==> src/rtl/iq_pkg.sv <==
// rtl/iq_pkg.sv - shared instruction word width, queue depth and word type for fetch, queue and decode
package iq_pkg;

  localparam int IQ_INST_W = 36;
  localparam int IQ_DEPTH  = 4;

  typedef logic [IQ_INST_W-1:0] inst_t;

endpackage

==> src/rtl/iq_mem.sv <==
// rtl/iq_mem.sv - DEPTH x INST_W register array, one write port and one asynchronous read port
module iq_mem
  import iq_pkg::*;
#(
  parameter int INST_W = IQ_INST_W,
  parameter int DEPTH  = IQ_DEPTH,
  localparam int PTR_W = $clog2(DEPTH)
) (
  input  logic              i_clk,
  input  logic              i_we,
  input  logic [PTR_W-1:0]  i_waddr,
  input  logic [INST_W-1:0] i_wdata,
  input  logic [PTR_W-1:0]  i_raddr,
  output logic [INST_W-1:0] o_rdata
);

  // Contents are deliberately not reset; validity is tracked by the queue's count.
  logic [INST_W-1:0] r_mem [DEPTH];

  always_ff @(posedge i_clk) begin
    if (i_we) begin
      r_mem[i_waddr] <= i_wdata;
    end
  end

  assign o_rdata = r_mem[i_raddr];

endmodule

==> src/rtl/inst_queue.sv <==
// rtl/inst_queue.sv - FWFT instruction buffer between fetch and decode; IQ_BYPASS_EN adds an empty-queue bypass
module inst_queue
  import iq_pkg::*;
#(
  parameter int INST_W = IQ_INST_W,
  parameter int DEPTH  = IQ_DEPTH,
  localparam int CNT_W = $clog2(DEPTH + 1)
) (
  input  logic              clk,
  input  logic              rst,
  input  logic              flush,
  input  logic              wr_en,
  input  logic [INST_W-1:0] wr_data,
  output logic              wr_ready,
  output logic              rd_valid,
  output logic [INST_W-1:0] rd_data,
  input  logic              rd_en,
  output logic [CNT_W-1:0]  count,
  output logic              pc_enable
);

  localparam int PTR_W = $clog2(DEPTH);

  logic [PTR_W-1:0]  r_wr_ptr;
  logic [PTR_W-1:0]  r_rd_ptr;
  logic [CNT_W-1:0]  r_count;
  logic              w_full;
  logic              w_empty;
  logic              w_push;
  logic              w_pop;
  logic              w_bypass;
  logic              w_store;
  logic              w_drain;
  logic [INST_W-1:0] w_mem_rdata;

  assign w_full   = (r_count == CNT_W'(DEPTH));
  assign w_empty  = (r_count == '0);
  assign wr_ready = !w_full;
  assign w_push   = wr_en && !w_full && !flush && !rst;
  assign w_pop    = rd_en && rd_valid && !flush && !rst;

`ifdef IQ_BYPASS_EN
  // An empty queue forwards the incoming word; if decode takes it, it is never stored.
  assign w_bypass = w_empty && w_push && rd_en;
  assign rd_valid = !w_empty || w_push;
  assign rd_data  = !w_empty ? w_mem_rdata : (w_push ? wr_data : '0);
`else
  assign w_bypass = 1'b0;
  assign rd_valid = !w_empty;
  assign rd_data  = rd_valid ? w_mem_rdata : '0;
`endif

  assign w_store   = w_push && !w_bypass;
  assign w_drain   = w_pop && !w_bypass;
  assign pc_enable = w_push;
  assign count     = r_count;

  iq_mem #(
    .INST_W (INST_W),
    .DEPTH  (DEPTH)
  ) u_mem (
    .i_clk   (clk),
    .i_we    (w_store),
    .i_waddr (r_wr_ptr),
    .i_wdata (wr_data),
    .i_raddr (r_rd_ptr),
    .o_rdata (w_mem_rdata)
  );

  always_ff @(posedge clk) begin
    if (rst || flush) begin
      r_wr_ptr <= '0;
      r_rd_ptr <= '0;
      r_count  <= '0;
    end else begin
      if (w_store) begin
        r_wr_ptr <= r_wr_ptr + PTR_W'(1);
      end
      if (w_drain) begin
        r_rd_ptr <= r_rd_ptr + PTR_W'(1);
      end
      case ({w_store, w_drain})
        2'b10:   r_count <= r_count + CNT_W'(1);
        2'b01:   r_count <= r_count - CNT_W'(1);
        default: r_count <= r_count;
      endcase
    end
    assert (r_count <= CNT_W'(DEPTH));
  end

endmodule

==> config.mk <==
export PLATFORM = sky130hd
export DESIGN_NAME = inst_queue
export DESIGN_NICKNAME = d
export VERILOG_FILES = /design/src/rtl/iq_pkg.sv /design/src/rtl/iq_mem.sv /design/src/rtl/inst_queue.sv
export SDC_FILE = /design/constraint.sdc
export NUM_CORES = 1
export LEC_CHECK = 0
export BUFFER_PORTS_ARGS = -buffer_cell sky130_fd_sc_hd__buf_2
export CORE_UTILIZATION = 57
export DETAILED_ROUTE_END_ITERATION = 12
export HOLD_SLACK_MARGIN = 0.08
export PLACE_DENSITY = 0.79
export SYNTH_ARGS = -nofsm -noshare
export SYNTH_HDL_FRONTEND = slang
export SYNTH_SLANG_ARGS = --single-unit
==> constraint.sdc <==
create_clock -name clk -period 2.7 [get_ports clk]
set_input_delay 0.54 -clock clk [delete_from_list [all_inputs] [get_ports clk]]
set_output_delay 0.54 -clock clk [all_outputs]
set_load 0.1 [all_outputs]
# ---- Word-level counts from Yosys, hierarchy flattened
# Memories as Yosys holds them, arrays and structs flattened. A register that Yosys moved wholly into a read port is not among the register bits.
# Cells that the tools add are included.
dict set report totals {
  memories 1
  output_inout_bits 42
  reg_bits 7
  wordCells 30
  mem_bits_rw 144
}
# name depth word_bits read_ports rd_ports_with_merged_regs wr line_no
set memory_table {}
lappend memory_table {u_mem.r_mem 4 36 1 1 1 iq_mem.sv:18} ;# logic [INST_W-1:0] r_mem [DEPTH];
dict set report classes {
  eq_ne 3
  n_mux 6
  n_reduce_logical 13
  n_addsub 4
}
# cell count
set ops {}
lappend ops {{36-bit two-way mux} 1}
lappend ops {{1-bit logical AND} 6}
lappend ops {{3-bit one-hot mux with 2 select lines} 1}
lappend ops {{2-bit by 1-bit adder with 2-bit output, second input constant} 2}
lappend ops {{1-bit zero test} 4}
lappend ops {{2-bit two-way mux} 2}
lappend ops {{3-bit by 1-bit adder with 3-bit output, second input constant} 1}
lappend ops {{3-bit == test, second input constant} 1}
lappend ops {{3-bit zero test} 1}
lappend ops {{3-bit by 1-bit subtractor with 3-bit output, second input constant} 1}
lappend ops {{2-bit by 1-bit == test with 1-bit output, second input constant} 1}
lappend ops {{2-bit == test, second input constant} 1}
lappend ops {{1-bit two-way mux} 2}
lappend ops {{2-bit nonzero test} 1}
lappend ops {{1-bit logical OR} 1}

# ---- Logic depth before layout (Yosys ltp)
# Gate-level depths: netlist of the first run.
dict set report depth {
  depth_word 7
  mapped_depth 10
  ltp_nobuf 9
}

# ---- Cells and area by module
# Synthesis of the first run repeated with hierarchy kept, for this count alone.
dict set report hier_totals {
  cells_unflattened 278
  hier_area_um2 5895.7
}
# module n_inst seq_area_each_um2 cells_each area_each_um2
set modules_own_cells {}
lappend modules_own_cells {iq_mem 1 4324.1 192 5280.1}
lappend modules_own_cells {inst_queue 1 140.1 86 615.6}

# ---- Worst setup path before layout of the first run
# OpenSTA, ideal clock, no wires.
dict set report synth_path {
  kind {reg2reg}
  startpoint {register r_count[0], in the netlist count[0]}
  endpoint {memory u_mem.r_mem[0][0] (netlist name), enable pin}
  path_stages_with_launch 4
  path_buffers 0
  t_arrival_ns 3.572
  slack_ns -1.269
  t_required_ns 2.303
  cell_sequence {dfxtp_1 -> nor3b_2 -> nor3_2 -> and2_1}
}
dict set report synth_between {
  elab_chain_len 7
}
# item line_no
set synth_lines {}
lappend synth_lines {{from (decl)} inst_queue.sv:26} ;# logic [CNT_W-1:0] r_count;
lappend synth_lines {{from (signal assigned)} inst_queue.sv:83} ;# 2'b10: r_count <= r_count + CNT_W'(1);
lappend synth_lines {{from (signal assigned)} inst_queue.sv:84} ;# 2'b01: r_count <= r_count - CNT_W'(1);
lappend synth_lines {{from (signal assigned)} inst_queue.sv:85} ;# default: r_count <= r_count;
lappend synth_lines {{3-bit == test} inst_queue.sv:36} ;# assign w_full = (r_count == CNT_W'(DEPTH));
lappend synth_lines {{1-bit zero test} inst_queue.sv:39} ;# assign w_push = wr_en && !w_full && !flush && !rst;
lappend synth_lines {{1-bit logical AND (3 in series)} inst_queue.sv:39}
lappend synth_lines {{via pc_enable} inst_queue.sv:19} ;# output logic pc_enable
lappend synth_lines {{1-bit two-way mux} iq_mem.sv:21} ;# if (i_we) begin
lappend synth_lines {{1-bit two-way mux (not written as such)} iq_mem.sv:22} ;# r_mem[i_waddr] <= i_wdata;
lappend synth_lines {{to (decl)} iq_mem.sv:18}
# The timed path passes the listed nets, and every way through them passes these cells.

==> out/qor.csv, run 1 <==
stage,metric,value,unit
run_status,status,"finished, final reports clean",
die,die area,10900,µm²
sta,WHS,0.230,ns
clocking,CTS Sinks,153,
die,Initial Util,60.0,%
sta,fin crit period,2.70,ns
placement,dpl cells,498,
flow_run,Maximum Capacitance Violations,0,
die,FP Rows,36,
routing,Antenna Nets Post-Route,0,
routing,via density per instance,5.61,
pwr,Cell Pwr Density,679,nW/µm²
routing,drt initial violations,232,
logic_synthesis,post-synthesis cell area,5970,µm²
global_route,largest net degree at the start of global routing,37,
sta,setup tns final,0,ns
logic_synthesis,synth top area cells,"edfxtp_1, mux4_2, nor2b_1",
final_layout,final net count,432,
hold_path,hold path startpoint,wr_data[30],
logic_synthesis,Synth cell types,27,
logic_synthesis,Synth Instances,285,
global_route,GRT Total Usage,21.7,%
routing,top sig layer,met4,
logic_synthesis,sequential fraction of the synthesis area,75.5,%
clocking,Clock Pin Slew Worst Setup and Hold Paths,0.06,ns
clocking,htree depth,4,
routing,Residual DRC,0,
clocking,Post-CTS Setup Repair Bufs,0,
global_route,antenna violations before repair,0,
critical_path,critical path capture point type,output port,
sta,final hold vios,0,
critical_path,r2r startpoint,count[2],
global_route,gr ovfl total,0,
logic_synthesis,number of flops mapped to enable cells by yosys,144,
sta,Least-Margin Pin Slew,0.512,ns
hold_path,Min-Delay Path Class,input port to flop,
logic_synthesis,Synth async-reset ratio,0,%
clocking,CTS tree,yes,
logic_synthesis,YS warnings,0,
routing,drt pass-1 iters,4,
die,core region area,9950,µm²
routing,DR vias,2980,
die,Die W,104,µm
placement,Post-DP HPWL,6.21,mm
critical_path,critical path class,flop to output port,
critical_path,Reg-to-Reg End,count[2],
clocking,"Clk Latency, worst-skew pair",0.52,ns
die,die span in y,104,µm
critical_path,CP Max Fanout,14,
critical_path,Critical Path Start Type,flop,
pwr,static leakage,2.51,nW
sta,relative slew slack,66.1,%
logic_synthesis,most frequent cells after synthesis,"edfxtp_1, mux4_2, nor2b_1",
sta,Peak Freq,371,MHz
critical_path,worst r2r path cells,9,
placement,port buffer count,82,
die,Ports,83,
final_layout,Post-Layout Cell Count,531,
final_layout,Antenna Cells,0,
logic_synthesis,Synth Register Bits,153,
hold_path,Worst Hold Depth,1,
routing,met2 WL,5.61,mm
hold_path,Hold Path End,u_mem.r_mem[0][30],
clocking,cts bufs inserted,17,
sta,crit share post-route,99.9,%
placement,Placer Congestion,0.674,
logic_synthesis,syn avg cell area,20.9,µm²
global_route,vias in the first global route,3152,
logic_synthesis,Mapped Nets,332,
sta,unrepaired setup endpoints after global routing,true,
logic_synthesis,prevailing post-synth register cell,edfxtp_1,
sta,max-slew violations,0,
routing,Total Wirelength,10.8,mm
routing,wire length on met1,4.31,mm
clocking,Max Root-Sink Buffers,2,
routing,WL met3,652,µm
final_layout,layout cells sized above 1,52.5,%
sta,setup violators final,0,
critical_path,R2R setup slack,0.42,ns
sta,Final Skew,0.00476,ns
critical_path,WP data required,2.16,ns
global_route,first-pass GRT wire length,17.0,mm
routing,Wirelength per Cell,20.3,µm
logic_synthesis,most common cell in the netlist,edfxtp_1,
critical_path,Critical Path AT,2.16,ns
clocking,hold_buf cts,0,
clocking,clk root buf,clkbuf_8,
logic_synthesis,share of the synthesized area in the top cell type,72.5,%
pwr,VDD IR-drop max,0.448,mV
logic_synthesis,cell taking the most area after synthesis,edfxtp_1,
final_layout,synth-to-layout area growth,24.0,%
## cells by family (layout without fill, tap and decap cells)
family	after synthesis	in the layout	synth area share, %
buf+inv	22	135	2.45
fa+ha+maj	6	6	1.38
compound gates	10	10	0.880
simple gates	55	55	5.79
flops	153	153	75.5
mux	36	36	13.6
xor+xnor	3	3	0.440
## area by class of cell
class / count / area [µm²]
sequential: 153 / 4520
inverter: 9 / 33.8
clock inverter: 12 / 128
multi-input combinational: 110 / 1430
timing repair buffer: 94 / 708
clock buffer: 20 / 425
fill: 589 / 2550
tap: 133 / 166
## worst max-delay path by stage
stage | startpoint | to | slack [ns] | cells after the start
4_1_cts | flop | rd_data[23] | -0.04 | 4
2_1_floorplan | rst | count[2] | -0.14 | 10
3_5_place_dp | rst | count[2] | 0.21 | 9
3_3_place_gp | rst | count[2] | 0.31 | 9
6_report | flop | rd_data[23] | 0.002 | 4
5_1_grt | flop | rd_data[23] | -0.07 | 4
## critical path, cell delays in order (launching register included)
cell	delay (ns)
dfxtp_2	0.40
bufbuf_16	0.34
mux4_2	0.49
nor2b_2	0.16
buf_4	0.23
## report_power, final
part	internal (mW)	leakage, nW	switching (mW)
combinational	0.0740	0.878	0.148
clock	1.31	0.251	0.871
sequential	2.62	1.38	0.00732
## layer usage
metal  vias to the layer above  global-route usage [%]
met3                        18                    4.89
li1                       1323                       -
met4                         0                    11.1
met2                       106                    35.7
met1                      1533                    27.3
met5                         -                       0
## state kept, by name (all words and copies together), names as in the netlist, named ones only
signal       count
r_wr_ptr         2
u_mem.r_mem    144
r_rd_ptr         2
count            3
## metrics by stage
step	util (%)	setup slack [ns]	power [mW]	instance area, µm²
after detailed placement	67.8	0.206	2.89	6750
after global routing	74.4	-0.0705	5.16	7400
after CTS	74.1	-0.0424	5.07	7380
final	74.4	0.00228	5.02	7400
after floorplan	-	-0.135	2.81	6080
after global placement	67.8	0.307	2.88	6750
## repair_timing
action	CTS	global route
setup endpoints to repair	17	24
gates cloned	1	0
resized for setup	16	13
## placed cells by master (no fill, tap or decap), drive strengths merged
cell type / n
xor2: 3
mux4: 36
o31ai: 1
edfxtp: 144
a21oi: 5
nor2b: 36
clkinvlp: 6
clkbuf: 27
fa: 1
nand3: 2
dfxtp: 9
nand2: 1
ha: 5
clkinv: 4
nor2: 6
buf: 86
inv: 9
nor3: 2
and2: 4
bufinv: 2
o21ai: 4
or2: 1
bufbuf: 1
nor3b: 1
or3: 2
(Power assumes the default switching activity.)
==> run 2: changes to the inputs <==
==> constraint.sdc (replaced) <==
create_clock -name clk -period 2.7 [get_ports clk]
set_input_delay 0.54 -clock clk [delete_from_list [all_inputs] [get_ports clk]]
set_output_delay 0.54 -clock clk [all_outputs]
set_load 0.005 [all_outputs]
==> out/qor.csv, run 2 (synthesized netlist as in run 1, its figures left out) <==
stage,metric,value,unit,change
run_status,status,"finished, final reports clean",,
critical_path,Critical Path AT,2.04,ns,-0.12 ns
sta,setup violators final,0,,unchanged
critical_path,R2R setup slack,0.41,ns,about the same
die,Initial Util,60.0,%,unchanged
global_route,vias in the first global route,2955,,-6.3%
routing,Total Wirelength,10.9,mm,+0.84%
routing,DR vias,3006,,+0.87%
critical_path,Critical Path Start Type,flop,,
clocking,clk root buf,clkbuf_8,,
critical_path,critical path class,flop to output port,,
clocking,htree depth,4,,unchanged
final_layout,"most common cell after layout, fill and taps aside",edfxtp_1,,
global_route,largest net degree at the start of global routing,40,,+8.1%
routing,Antenna Nets Post-Route,0,,unchanged
critical_path,Reg-to-Reg End,count[2],,
clocking,Post-CTS Resized,0,,-16
routing,Residual DRC,0,,unchanged
hold_path,Worst Hold Depth,1,,unchanged
final_layout,Antenna Cells,0,,unchanged
global_route,first-pass GRT wire length,16.4,mm,-3.1%
hold_path,hold path startpoint,wr_data[34],,
sta,relative slew slack,66.8,%,+0.70 points
global_route,gr ovfl total,0,,unchanged
sta,fin crit period,2.58,ns,-0.114 ns
final_layout,synth-to-layout area growth,19.8,%,
die,die area,10900,µm²,unchanged
flow_run,Maximum Capacitance Violations,0,,unchanged
clocking,cts bufs inserted,17,,unchanged
global_route,antenna violations before repair,1,,+1
pwr,VDD IR-drop max,0.417,mV,-6.9%
critical_path,worst r2r path cells,9,,unchanged
final_layout,Largest Register,u_mem.r_mem,,
sta,final hold vios,0,,unchanged
routing,drt pass-1 iters,6,,+2
routing,Wirelength per Cell,20.6,µm,+1.6%
sta,max-slew violations,0,,unchanged
final_layout,layout cells sized above 1,41.9,%,-11 points
placement,Post-DP HPWL,6.02,mm,-3.1%
sta,Peak Freq,387,MHz,+4.4%
die,FP Rows,36,,unchanged
pwr,static leakage,2.47,nW,-1.4%
critical_path,critical path capture point type,output port,,
clocking,CTS tree,yes,,
final_layout,post-route cell area,7150,µm²,-3.4%
critical_path,r2r startpoint,count[2],,
sta,Final Skew,0.00559,ns,+0.000821 ns
routing,via density per instance,5.70,,+1.6%
pwr,Cell Pwr Density,695,nW/µm²,+2.4%
critical_path,WP data required,2.16,ns,about the same
final_layout,final net count,430,,-0.46%
clocking,Post-CTS Setup Repair Bufs,0,,unchanged
die,Die W,104,µm,unchanged
routing,drt initial violations,161,,-31%
sta,WHS,0.235,ns,+0.00412 ns
sta,Least-Margin Pin Slew,0.498,ns,-0.0140 ns
die,core region area,9950,µm²,unchanged
hold_path,Min-Delay Path Class,input port to flop,,
critical_path,CP Max Fanout,18,,+4
final_layout,max reg flops,144,,unchanged
final_layout,most frequent cells in the layout,"edfxtp_1, buf_2, mux4_2",,
sta,crit share post-route,95.7,%,-4.2 points
clocking,Clock Pin Slew Worst Setup and Hold Paths,0.06,ns,about the same
placement,Placer Congestion,0.724,,+7.5%
clocking,CTS Sinks,153,,unchanged
sta,setup tns final,0,ns,unchanged
die,die span in y,104,µm,unchanged
placement,port buffer count,82,,unchanged
clocking,Max Root-Sink Buffers,2,,unchanged
hold_path,Hold Path End,u_mem.r_mem[0][34],,
sta,unrepaired setup endpoints after global routing,false,,
clocking,"Clk Latency, worst-skew pair",0.52,ns,about the same
global_route,GRT Total Usage,21.1,%,-0.58 points
die,Ports,83,,unchanged
placement,area of placed instances,6560,µm²,-2.8%
clocking,hold_buf cts,0,,unchanged
run 2: layer usage:
metal / routed length (µm) / track usage [%]
met1: 4420 / 26.9
met2: 5730 / 34.9
met3: 534 / 5.76
met4: 157 / 8.16
met5: 13 / 0
run 2: power breakdown:
part / leakage [nW] / internal, mW / switching, mW
logic: 0.825 / 0.0611 / 0.0721
clock network: 0.272 / 1.38 / 0.832
registers: 1.37 / 2.62 / 0.00761
total: 2.47 / 4.06 / 0.912
run 2: final cells by class:
class	instances	area (µm²)
Clock buffer	18	418
Inverter	9	33.8
Multi-Input combinational cell	110	1330
Fill cell	604	2810
Tap cell	133	166
Timing Repair Buffer	92	561
Sequential cell	153	4510
Clock inverter	12	134
run 2: metrics by stage:
step | std cells | power [mW] | utilization, % | setup WS, ns
2_1_floorplan | 285 | 2.73 | - | 0.177
3_3_place_gp | 496 | 2.80 | 65.9 | 0.324
3_5_place_dp | 496 | 2.81 | 65.9 | 0.228
4_1_cts | 526 | 5.01 | 71.5 | 0.0677
5_1_grt | 527 | 5.11 | 71.8 | 0.0372
6_report | 527 | 4.97 | 71.8 | 0.116
run 2: worst max-delay path by stage:
| stage | from | end | slack (ns) | cells after the start |
|---|---|---|---|---|
| after global routing | flop | rd_data[1] | 0.04 | 4 |
| after detailed placement | rst | count[2] | 0.23 | 10 |
| after global placement | rst | count[2] | 0.32 | 10 |
| final | flop | rd_data[0] | 0.12 | 4 |
| after floorplan | rst | u_mem.r_mem[2][0] | 0.18 | 4 |
| after CTS | flop | rd_data[0] | 0.07 | 4 |
run 2: worst max-delay path, stage by stage, from the launching register on:
cell     delay, ns
dfxtp_2       0.43
buf_16        0.22
mux4_2        0.54
nor2b_1       0.17
buf_2         0.16
==> run 3: changes to the inputs <==
- clock period: 2.7 -> 2.78 ns (I/O delays scaled with it)
==> out/qor.csv, run 3 (synthesized netlist as in run 1, its figures left out) <==
stage,metric,value,unit,change
final_layout,"most common cell after layout, fill and taps aside",edfxtp_1,,
global_route,first-pass GRT wire length,16.7,mm,+1.8%
clocking,htree depth,4,,unchanged
global_route,Top Usage Layer GRT,met2,,
flow_run,Maximum Capacitance Violations,0,,unchanged
routing,Residual DRC,0,,unchanged
global_route,GRT Total Usage,21.4,%,+0.27 points
final_layout,Antenna Cells,0,,unchanged
clocking,CTS Sinks,153,,unchanged
clocking,Post-CTS Setup Repair Bufs,0,,unchanged
critical_path,Worst path slowest cell,dfxtp_2,,
global_route,met2 usage,34.4,%,-0.47 points
global_route,gr ovfl total,0,,unchanged
critical_path,"slowest stage delay, CP",0.51,ns,-0.03 ns
placement,Placer Congestion,0.726,,+0.25%
sta,crit share post-route,96.7,%,
final_layout,final net count,430,,unchanged
sta,Final Skew,0.00643,ns,+0.000845 ns
placement,Place WS,0.274,ns,+0.0466 ns
critical_path,critical path capture point type,output port,,
routing,DR vias,2935,,-2.4%
sta,Final WS setup,0.0926,ns,-0.0237 ns
sta,max-slew violations,0,,unchanged
routing,Total Wirelength,11.0,mm,+1.1%
routing,Antenna Nets Post-Route,0,,unchanged
final_layout,Largest Register,u_mem.r_mem,,
critical_path,Critical Path AT,2.13,ns,+0.09 ns
routing,drt initial violations,187,,+16%
final_layout,max reg flops,144,,unchanged
placement,Post-DP HPWL,6.12,mm,+1.7%
routing,Wirelength per Cell,20.8,µm,+0.70%
sta,final hold vios,0,,unchanged
pwr,static leakage,2.46,nW,-0.37%
final_layout,layout cells sized above 1,41.7,%,-0.21 points
die,core region area,9950,µm²,unchanged
clocking,clk root buf,clkbuf_8,,
sta,setup violators final,0,,unchanged
sta,relative slew slack,68.1,%,+1.3 points
pwr,Cell Pwr Density,668,nW/µm²,-3.9%
clocking,hold_buf cts,0,,unchanged
clocking,cts bufs inserted,17,,unchanged
critical_path,CP Max Fanout,15,,-3
pwr,VDD IR-drop max,0.414,mV,-0.72%
global_route,antenna violations before repair,0,,-1
hold_path,Min-Delay Path Class,input port to flop,,
run_status,status,"finished, final reports clean",,
clocking,Clock Pin Slew Worst Setup and Hold Paths,0.06,ns,about the same
final_layout,post-route cell area,7160,µm²,+0.16%
die,Initial Util,60.0,%,unchanged
global_route,largest net degree at the start of global routing,40,,unchanged
sta,setup tns final,0,ns,unchanged
clocking,Max Root-Sink Buffers,2,,unchanged
clocking,CTS tree,yes,,
critical_path,"Cell Chain, Critical Path","clkbuf_16, mux4_2, nor2b_1, buf_2",,
die,Die W,104,µm,unchanged
die,Ports,83,,unchanged
die,die area,10900,µm²,unchanged
routing,drt pass-1 iters,4,,-2
final_layout,synth-to-layout area growth,20.0,%,
die,die span in y,104,µm,unchanged
die,FP Rows,36,,unchanged
critical_path,critical path class,flop to output port,,
placement,area of placed instances,6580,µm²,+0.19%
placement,port buffer count,82,,unchanged
critical_path,Critical Path Start Type,flop,,
routing,via density per instance,5.55,,-2.7%
final_layout,most frequent cells in the layout,"edfxtp_1, buf_2, mux4_2",,
sta,Peak Freq,372,MHz,
global_route,vias in the first global route,2998,,+1.5%
critical_path,WP data required,2.22,ns,+0.06 ns
sta,unrepaired setup endpoints after global routing,false,,
global_route,GRT met3 Usage,5.70,%,-0.063 points
final_layout,final-layout fill cell count,588,,-2.6%
sta,fin crit period,2.69,ns,
clocking,"Clk Latency, worst-skew pair",0.51,ns,about the same
global_route,met1 usage in global routing,27.9,%,+1.0 points
sta,Least-Margin Pin Slew,0.478,ns,-0.0194 ns
[run 3: cell count changes in the layout (fill, tap and decap cells not counted), sizes merged]
cell / previous run / this run
clkinvlp: 1 / 3
clkinv: 8 / 2
bufinv: 3 / 0
clkbuf: 19 / 28
[run 3: metal layers]
layer / vias up / share of wire (%)
li1: 1326 / -
met1: 1496 / 41
met2: 101 / 53
met3: 12 / 4.8
met4: 0 / 1.4
met5: - / 0
[run 3: layout make-up]
type	instances	area [µm²]	share of cell area (%)
inverters	9	33.8	0.472
clock buffers	27	526	7.34
repair buffers	92	566	7.90
well taps	133	166	2.32
multi-input cells	110	1330	18.6
clock inverters	5	32.5	0.454
flip-flops and latches	153	4510	62.9
[run 3: stage by stage]
stage / utilization, % / total power, mW / hold slack, ns / cells
final: 71.9 / 4.78 / 0.260 / 529
after detailed placement: 66.1 / 2.72 / 0.496 / 496
after global routing: 71.9 / 4.92 / 0.239 / 529
after CTS: 71.7 / 4.81 / 0.230 / 528
after floorplan: - / 2.65 / 0.465 / 285
after global placement: 66.1 / 2.72 / 0.480 / 496
[run 3: critical path, delay by kind of cell, from the launching register on]
kind / cells / cell delay (ns)
flip-flops: 1 / 0.51
multiplexers: 1 / 0.51
AND/OR/NAND/NOR: 1 / 0.15
buffers and inverters: 2 / 0.43
[run 3: final timing paths]
check	cells past startpoint	end	slack (ns)	startpoint
hold / removal	1	u_mem.r_mem[1][28]	0.26	wr_data[28]
setup reg to reg	9	count[2]	0.47	count[2]
hold reg to reg	2	flop	0.50	r_rd_ptr[1]
setup / recovery	4	rd_data[33]	0.09	flop
[run 3: what timing repair did]
action                                  CTS  global route
endpoints found under the hold margin     0             0
endpoints found under the setup margin    0            24
resized for setup                         0             0
[run 3: report_power, final]
part	switching, mW	leakage (nW)	internal [mW]	total [mW]
logic	0.0688	0.824	0.0589	0.128
registers	0.00760	1.37	2.54	2.55
clock network	0.826	0.264	1.28	2.11
